File: src/rtl/seq_chunk_alu.sv
// rtl/seq_chunk_alu.sv - multi-cycle chunked add/sub/and/xor ALU with y86 condition codes
//
// Processes WIDTH-bit operands CHUNK bits per clock (NCH = WIDTH/CHUNK cycles).
// Ports:
//   clk    - rising-edge clock
//   rst_n  - asynchronous active-low reset
//   start  - operation request, sampled only while ready=1
//   op     - 00 add, 01 sub, 10 and, 11 xor
//   a, b   - WIDTH-bit two's complement operands
//   ready  - idle, able to accept start
//   done   - one-cycle pulse when result/cc are updated
//   result - WIDTH-bit result, held until the next completion
//   cc     - {ZF, SF, OF}, held until the next completion
module seq_chunk_alu #(
  parameter int WIDTH = 64,
  parameter int CHUNK = 16
) (
  input  logic             clk,
  input  logic             rst_n,
  input  logic             start,
  input  logic [1:0]       op,
  input  logic [WIDTH-1:0] a,
  input  logic [WIDTH-1:0] b,
  output logic             ready,
  output logic             done,
  output logic [WIDTH-1:0] result,
  output logic [2:0]       cc
);

  localparam int NCH = WIDTH / CHUNK;
  localparam int IW  = (NCH > 1) ? $clog2(NCH) : 1;
  localparam int BW  = (WIDTH > 1) ? $clog2(WIDTH) : 1;

  localparam logic [1:0] OP_ADD = 2'b00;
  localparam logic [1:0] OP_SUB = 2'b01;
  localparam logic [1:0] OP_AND = 2'b10;
  localparam logic [1:0] OP_XOR = 2'b11;

  typedef enum logic {IDLE, RUN} state_t;

  state_t            state;
  logic [WIDTH-1:0]  a_r;
  logic [WIDTH-1:0]  b_r;
  logic [1:0]        op_r;
  logic              carry;
  logic [IW-1:0]     idx;
  logic              nz;
  logic [WIDTH-1:0]  acc;

  logic [BW-1:0]     base;
  logic [CHUNK-1:0]  a_i;
  logic [CHUNK-1:0]  b_i;
  logic [CHUNK-1:0]  b_eff;
  logic [CHUNK:0]    sum;
  logic [CHUNK-1:0]  chunk_res;
  logic [WIDTH-1:0]  res_full;
  logic              nz_next;
  logic              last;
  logic              of;

  always_comb begin
    base      = BW'(int'(idx) * CHUNK);
    a_i       = a_r[base +: CHUNK];
    b_i       = b_r[base +: CHUNK];
    // Subtraction is a + ~b + 1; the +1 enters as the initial carry.
    b_eff     = (op_r == OP_SUB) ? ~b_i : b_i;
    sum       = {1'b0, a_i} + {1'b0, b_eff} + {{CHUNK{1'b0}}, carry};
    chunk_res = sum[CHUNK-1:0];
    case (op_r)
      OP_AND:  chunk_res = a_i & b_i;
      OP_XOR:  chunk_res = a_i ^ b_i;
      default: chunk_res = sum[CHUNK-1:0];
    endcase
    // acc holds chunks already produced; merge in the current one so the
    // final edge sees the complete result (MSB needed for SF/OF).
    res_full               = acc;
    res_full[base +: CHUNK] = chunk_res;
    nz_next   = nz | (|chunk_res);
    last      = (idx == IW'(NCH - 1));
    case (op_r)
      OP_ADD:  of = (a_r[WIDTH-1] == b_r[WIDTH-1]) && (res_full[WIDTH-1] != a_r[WIDTH-1]);
      OP_SUB:  of = (a_r[WIDTH-1] != b_r[WIDTH-1]) && (res_full[WIDTH-1] != a_r[WIDTH-1]);
      default: of = 1'b0;
    endcase
  end

  always_ff @(posedge clk or negedge rst_n) begin
    if (!rst_n) begin
      state  <= IDLE;
      ready  <= 1'b1;
      done   <= 1'b0;
      result <= '0;
      cc     <= 3'b000;
      a_r    <= '0;
      b_r    <= '0;
      op_r   <= OP_ADD;
      carry  <= 1'b0;
      idx    <= '0;
      nz     <= 1'b0;
      acc    <= '0;
    end else begin
      done <= 1'b0;
      case (state)
        IDLE: begin
          if (start) begin
            a_r   <= a;
            b_r   <= b;
            op_r  <= op;
            carry <= (op == OP_SUB);
            idx   <= '0;
            nz    <= 1'b0;
            acc   <= '0;
            ready <= 1'b0;
            state <= RUN;
          end
        end
        RUN: begin
          acc   <= res_full;
          carry <= sum[CHUNK];
          nz    <= nz_next;
          idx   <= idx + IW'(1);
          if (last) begin
            result <= res_full;
            cc     <= {~nz_next, res_full[WIDTH-1], of};
            done   <= 1'b1;
            ready  <= 1'b1;
            idx    <= '0;
            state  <= IDLE;
          end
        end
        default: state <= IDLE;
      endcase
    end
  end

endmodule

File: config.mk
export PLATFORM = sky130hd
export DESIGN_NAME = seq_chunk_alu
export DESIGN_NICKNAME = d
export VERILOG_FILES = /design/src/rtl/seq_chunk_alu.sv
export SDC_FILE = /design/constraint.sdc
export NUM_CORES = 1
export LEC_CHECK = 0
export ABC_AREA = 1
export CAP_MARGIN = 25
export CORE_AREA = 2 2 169 171
export DETAILED_ROUTE_END_ITERATION = 8
export DIE_AREA = 0 0 171 173
export HOLD_SLACK_MARGIN = 0.08
export PLACE_DENSITY = 0.72
export SLEW_MARGIN = 25
export SYNTH_ARGS = -nofsm -noshare
export SYNTH_HDL_FRONTEND = slang
export SYNTH_SLANG_ARGS = --single-unit
export TNS_END_PERCENT = 50
File: constraint.sdc
create_clock -name clk -period 3.4 [get_ports clk]
set_input_delay 0.51 -clock clk [delete_from_list [all_inputs] [get_ports clk]]
set_output_delay 0.51 -clock clk [all_outputs]
set_load 0.005 [all_outputs]
After elaboration in Yosys (flattened, before gate mapping)
Cells that the tools add are included.
{"block": "op_classes", "n_addsub": 4, "multipliers": 0, "n_div": 0, "n_lt_le_gt_ge": 0, "n_eq_ne": 10, "shifts": 4, "n_mux": 20, "bitwise": 6, "n_reduce_logical": 7}
{"cell": "$pmux W64 S2", "n": 1}
{"cell": "$shiftx A64 B7 Y16", "n": 2}
{"cell": "$bwmux W64", "n": 1}
{"cell": "$mux W64", "n": 1}
{"cell": "$shift A16 B8 Y64 const A", "n": 1}
{"cell": "$shiftx A16 B8 Y64", "n": 1}
{"cell": "$pmux W16 S2", "n": 1}
{"cell": "$add A16 B16 Y17", "n": 1}
{"cell": "$add A17 B1 Y17", "n": 1}
{"cell": "$and A16 B16 Y16", "n": 1}
{"cell": "$mux W16", "n": 1}
{"cell": "$not A16 Y16", "n": 1}
{"cell": "$reduce_or A16 Y1", "n": 1}
{"cell": "$xor A16 B16 Y16", "n": 1}
{"cell": "$pmux W1 S2", "n": 5}
{"cell": "$neg A6 Y8", "n": 1}
{"cell": "$mux W1", "n": 7}
{"cell": "$eq A2 B2 Y1 const B", "n": 3}
{"cell": "$reduce_and A2 Y1", "n": 3}
{"cell": "$eq A2 B1 Y1 const B", "n": 2}
{"cell": "$mux W2", "n": 2}
{"cell": "$pmux W2 S2", "n": 1}
{"cell": "$add A2 B1 Y2 const B", "n": 1}
{"cell": "$logic_and A1 B1 Y1", "n": 2}
{"cell": "other kinds (7)", "n": 9}
{"block": "word_totals", "register_bits": 268, "latch_bits": 0, "ramBits": 0, "romBits": 0, "output_inout_bits": 69, "n_memories": 0}

Longest topological paths before layout
{"block": "depth", "depth_word": 11, "ltp_mapped": 23, "mapped_depth_nobuf": 21}

Worst setup path after synthesis
No wires, ideal clock.
{"block": "synth_path", "path_type": "reg2reg", "from": "reg idx[0]", "to": "reg nz", "arrival_ns": 3.186, "required_time_ns": 3.283, "slack_ns": 0.097, "path_stages_with_launch": 22, "n_path_buf": 3, "period_less_slack_ns": 3.303, "cell_sequence": "dfrtp_1 -> buf_2 -> clkinv_1 -> clkbuf_1 -> clkbuf_1 -> nor2_1 -> o22ai_1 -> fa_1 -> inv_1 -> fa_1 -> inv_1 -> nand3_1 -> nand3_1 -> nand2_1 -> o21ai_1 -> nand3_1 -> nor2_1 -> nand3_1 -> nor2_1 -> nand3b_1 -> nand2_1 -> nand2_1"}
{"block": "synth_between", "elab_chain_len": 9, "elab_cells_between_ends": 12, "classes_between": "add/sub (2); shift (2); mux (3); bitwise (4); reduce/logical (1)"}
{"element": "start: declaration", "line": "46", "rtl": "logic [IW-1:0] idx;"}
{"element": "start signal: assignment", "line": "121", "rtl": "idx <= idx + IW'(1);"}
{"element": "$shiftx A64 B7 Y16", "line": "64", "rtl": "b_i = b_r[base +: CHUNK];"}
{"element": "$not A16 Y16", "line": "66", "rtl": "b_eff = (op_r == OP_SUB) ? ~b_i : b_i;"}
{"element": "$mux W16", "line": "66"}
{"element": "$add A16 B16 Y17", "line": "67", "rtl": "sum = {1'b0, a_i} + {1'b0, b_eff} + {{CHUNK{1'b0}}, carry};"}
{"element": "$add A17 B1 Y17", "line": "67"}
{"element": "$pmux W16 S2 (*)", "line": "69", "rtl": "case (op_r)"}
{"element": "$reduce_or A16 Y1 (*)", "line": "78", "rtl": "nz_next = nz | (|chunk_res);"}
{"element": "$or A1 B1 Y1 (*)", "line": "78"}
{"element": "$pmux W1 S2 (*)", "line": "103", "rtl": "case (state)"}
{"element": "end signal: assignment", "line": "120", "rtl": "nz <= nz_next;"}
{"element": "end: declaration", "line": "47", "rtl": "logic nz;"}
Every way passes the cells marked *; elsewhere a longest branch is shown, timed or not.
A chain may end at the register's enable or synchronous reset.

Worst setup path in the final report
{"block": "layout_path", "from": "reg idx[0]", "to": "reg result[19]"}
{"block": "layout_between", "elab_chain_len": 8, "elab_cells_between_ends": 15, "classes_between": "add/sub (3); eq/ne (1); shift (4); mux (3); bitwise (3); reduce/logical (1)"}
{"element": "$shiftx A64 B7 Y16", "line": "64"}
{"element": "$not A16 Y16", "line": "66"}
{"element": "$mux W16", "line": "66"}
{"element": "$add A16 B16 Y17", "line": "67"}
{"element": "$add A17 B1 Y17", "line": "67"}
{"element": "$pmux W16 S2", "line": "69"}
{"element": "$shiftx A16 B8 Y64", "line": "77", "rtl": "res_full[base +: CHUNK] = chunk_res;"}
{"element": "$bwmux W64", "line": "77"}
{"element": "end signal: assignment", "line": "123", "rtl": "result <= res_full;"}
{"element": "end: declaration", "line": "26", "rtl": "output logic [WIDTH-1:0] result,"}
Several ways; a longest one is shown, not always the timed one.

==> load_flow_metrics.sql <==
INSERT INTO impl_metrics (metric_group, metric, value, unit) VALUES
('finish', 'utilization', '61.9', '%'),
('power_and_ir_drop', 'total_power', '20.9', 'mW'),
('synthesis', 'synth.cell_area', '0.0134', 'sq mm'),
('die', 'floorplan.die.height', '173', 'um'),
('synthesis', 'synth_warnings', '0', ''),
('timing', 'slew_headroom', '35.6', '%'),
('timing', 'worst-slew-pin-transition', '0.966', 'ns'),
('clock_tree', 'tritoncts', 'built', ''),
('setup_path', 'cell_chain_of_the_critical_path', 'clkinv_4 > buf_4 > clkbuf_16 > nand2_1 > nand3_1 > nand2_1 > xor2_1 > ha_1 > or2_1 > nand2_1 > nor2_1 > o21ai_1 > nor2_1 > inv_1 > nor2_1 > a22oi_1 > o21ai_0', ''),
('finish', 'area_delta_synth_final', '27.7', '%'),
('synthesis', 'post_synth_most_frequent_cells', '854 x sky130_fd_sc_hd__nand2_1, 266 x sky130_fd_sc_hd__dfrtp_1, 113 x sky130_fd_sc_hd__inv_1', ''),
('global_routing', 'largest_net_degree_at_the_start_of_global_routing', '130', ''),
('drt', 'route.detailed.vias_per_inst', '5.19', ''),
('setup_path', 'end_kind', 'flip-flop', ''),
('finish', 'layout.filler_cells', '2520', ''),
('synthesis', 'synthMostInstantiatedCell', 'sky130_fd_sc_hd__nand2_1', ''),
('setup_path', 'cp.arrival', '3.65', 'ns'),
('clock_tree', 'clock_tree.buffer_depth', '3', ''),
('synthesis', 'mean_instance_size_in_the_synthesized_netlist', '7.55', 'sq um'),
('drt', 'route.detailed.wl_per_inst', '16.7', 'um'),
('die', 'initial_core_util', '48.5', '%'),
('synthesis', 'synth_flop_cell', 'sky130_fd_sc_hd__dfrtp_1', ''),
('synthesis', 'post_synth_inst_count', '1774', ''),
('clock_tree', 'insertion_delay', '0.55', 'ns'),
('synthesis', 'synth_seq_cells', '267', ''),
('global_routing', 'grt_pass1_wl', '63400', 'um'),
('min_path', 'holdCritPathClass', 'flip-flop to flip-flop', ''),
('clock_tree', 'cts_sinks', '267', ''),
('setup_path', 'slowest_stage', 'sky130_fd_sc_hd__dfrtp_2', ''),
('synthesis', 'number_of_synthesized_flops_with_an_enable_pin', '0', ''),
('synthesis', 'netlist.area_leader.share', '49.7', '%'),
('setup_path', 'cp_slowest_stage_delay', '0.44', 'ns'),
('synthesis', 'synth.yosys.seq_area_share', '49.9', '%'),
('synthesis', 'post_synth_main_area_contributors', 'sky130_fd_sc_hd__dfrtp_1 50%, sky130_fd_sc_hd__nand2_1 24%, sky130_fd_sc_hd__o21ai_0 3.9%', ''),
('timing', 'min_period', '3.25', 'ns'),
('die', 'placeableCoreArea', '0.0276', 'sq mm'),
('setup_path', 'critical_path.top_delay_family', 'simple AND/OR/NAND/NOR gates', ''),
('finish', 'antenna_cells_inserted', '0', ''),
('synthesis', 'syn_nets', '1946', ''),
('timing', 'finalMaxSlewViolations', '0', ''),
('timing', 'timing.final.hold_violations', '0', ''),
('synthesis', 'synth_cell_type_count', '37', ''),
('setup_path', 'timing.critical_path.buf_inv', '4', ''),
('timing', 'post_route_fraction_of_the_period_consumed_by_the_critical_path', '95.7', '%'),
('power_and_ir_drop', 'p_leak', '8.60', 'nW'),
('die', 'die_area', '0.0296', 'sq mm'),
('timing', 'finalSetupViolations', '0', ''),
('power_and_ir_drop', 'irDropWorstVdd', '0.665', 'mV'),
('placement', 'gpl.final_weighted_congestion', '0.905', ''),
('synthesis', 'yosysTopAreaCell', 'sky130_fd_sc_hd__dfrtp_1', ''),
('timing', 'final.setup_skew', '0.0110', 'ns'),
('run', 'cap_viol_max_count', '0', ''),
('drt', 'post-route-drc-count', '0', ''),
('die', 'num_rows', '61', ''),
('drt', 'drtAntennaViolNets', '0', ''),
('clock_tree', 'cts.root.buffer_cell', 'sky130_fd_sc_hd__clkbuf_16', ''),
('power_and_ir_drop', 'powerDensity', '1220', 'mW/mm^2'),
('drt', 'wirelength', '39700', 'um'),
('die', 'floorplan.io_pins', '202', ''),
('clock_tree', 'cts.reportedPaths.clkPinSlew', '0.06', 'ns'),
('synthesis', 'synthArstFlopShare', '100', '%'),
('placement', 'estimated_wirelength_of_the_detail_placed_design', '28400', 'um'),
('setup_path', 'timing.critical_path.fanout_max', '16', ''),
('global_routing', 'antenna_found_initial', '1', ''),
('outcome', 'run_status', 'finished clean', ''),
('timing', 'fmax', '307', 'MHz'),
('finish', 'nets', '2144', ''),
('setup_path', 'critPathLaunchType', 'flip-flop', ''),
('setup_path', 'worstPathRequired', '3.80', 'ns'),
('clock_tree', 'h-tree-depth', '1', ''),
('clock_tree', 'cts_inserted_buffers', '27', '');
[area by class of cell]
| class | instances | area (sq um) | area share [%] |
|---|---|---|---|
| flip-flops and latches | 267 | 6690 | 39.1 |
| clock inverters | 6 | 65.1 | 0.380 |
| inverters | 122 | 468 | 2.74 |
| well taps | 378 | 473 | 2.76 |
| multi-input cells | 1292 | 5980 | 35.0 |
| clock buffers | 42 | 812 | 4.75 |
| repair buffers | 262 | 2620 | 15.3 |
[power by group]
group          internal, mW  total, mW  switching, mW
logic                  4.74       12.6           7.88
clock network          1.71       2.94           1.23
registers              4.52       5.31          0.793
[worst register-to-register path: stages (launching register included)]
cell and delay (ns):
sky130_fd_sc_hd__dfrtp_2 0.44, sky130_fd_sc_hd__clkinv_4 0.11, sky130_fd_sc_hd__buf_4 0.16, sky130_fd_sc_hd__clkbuf_16 0.17, sky130_fd_sc_hd__nand2_1 0.07, sky130_fd_sc_hd__nand3_1 0.09, sky130_fd_sc_hd__nand2_1 0.12, sky130_fd_sc_hd__xor2_1 0.17
sky130_fd_sc_hd__ha_1 0.26, sky130_fd_sc_hd__or2_1 0.24, sky130_fd_sc_hd__nand2_1 0.14, sky130_fd_sc_hd__nor2_1 0.05, sky130_fd_sc_hd__o21ai_1 0.36, sky130_fd_sc_hd__nor2_1 0.08, sky130_fd_sc_hd__inv_1 0.14, sky130_fd_sc_hd__nor2_1 0.07
sky130_fd_sc_hd__a22oi_1 0.31, sky130_fd_sc_hd__o21ai_0 0.12
[placed cells by master, fill, tap and decap left out, types with 36 or more instances in the layout]
cell type                         instances
sky130_fd_sc_hd__clkdlybuf4s50_1        200
sky130_fd_sc_hd__buf_4                   49
sky130_fd_sc_hd__ha_1                    36
sky130_fd_sc_hd__o21ai_0                 95
sky130_fd_sc_hd__dfrtp_1                264
sky130_fd_sc_hd__nand3_1                 60
sky130_fd_sc_hd__inv_1                  112
sky130_fd_sc_hd__nor2_1                  71
sky130_fd_sc_hd__o22ai_1                 50
sky130_fd_sc_hd__nand2_1                850
[metal layers]
layer | part of all wire (%) | vias up | GRT usage (%)
li1 | - | 6006 | -
met1 | 43 | 5788 | 36.7
met2 | 48 | 414 | 44.3
met3 | 5.1 | 84 | 2.75
met4 | 3.7 | 0 | 9.00
met5 | 0 | - | 0
[per-stage QoR]
step / cell area (sq um) / worst slack (ns) / hold WS [ns] / std cells / TNS (ns)
detailed placement: 16000 / 0.0246 / 0.461 / 2315 / 0
global placement: 16000 / 0.0973 / 0.459 / 2315 / 0
floorplan: 13400 / 0.0965 / 0.214 / 1774 / 0
finish: 17100 / 0.147 / 0.476 / 2369 / 0
CTS: 16900 / 0.0682 / 0.478 / 2364 / 0
global route: 17100 / -0.00205 / 0.489 / 2369 / -0.00205
[worst paths after layout]
| kind | from | endpoint | slack (ns) | depth (start not counted) |
|---|---|---|---|---|
| worst min register to register | a_r[35] | a_r[35] | 0.48 | 2 |
| max in group asynchronous | rst_n | b_r[44] | 1.90 | 3 |
| worst min-delay path | a_r[35] | a_r[35] | 0.48 | 2 |
| min in group asynchronous | rst_n | result[45] | 0.62 | 2 |
| worst max register to register | idx[0] | result[19] | 0.15 | 17 |
| worst max-delay path | idx[0] | result[19] | 0.15 | 17 |
[sequential cells by signal, indices dropped and copies added (netlist names), 2 cells and up]
name    flops
a_r        64
acc        64
b_r        64
result     63
cc          3
idx         2
op_r        2
[what timing repair did]
item                                    4_1_cts  5_1_grt
buffers inserted                              0        3
hold buffers                                  1        0
gates cloned                                  0        2
endpoints found under the setup margin        1       51
endpoints found under the hold margin        38        0
pin swaps                                     0        8
resized for setup                             1       34
[cell families after synthesis]
group / Yosys count / synth area share (%)
simple gates: 1020 / 29.9
flops: 267 / 49.9
compound gates: 216 / 9.29
buf+inv: 215 / 6.12
fa+ha+maj: 39 / 3.75
xor+xnor: 17 / 1.11
No activity file was read; power rests on OpenSTA's default activity.
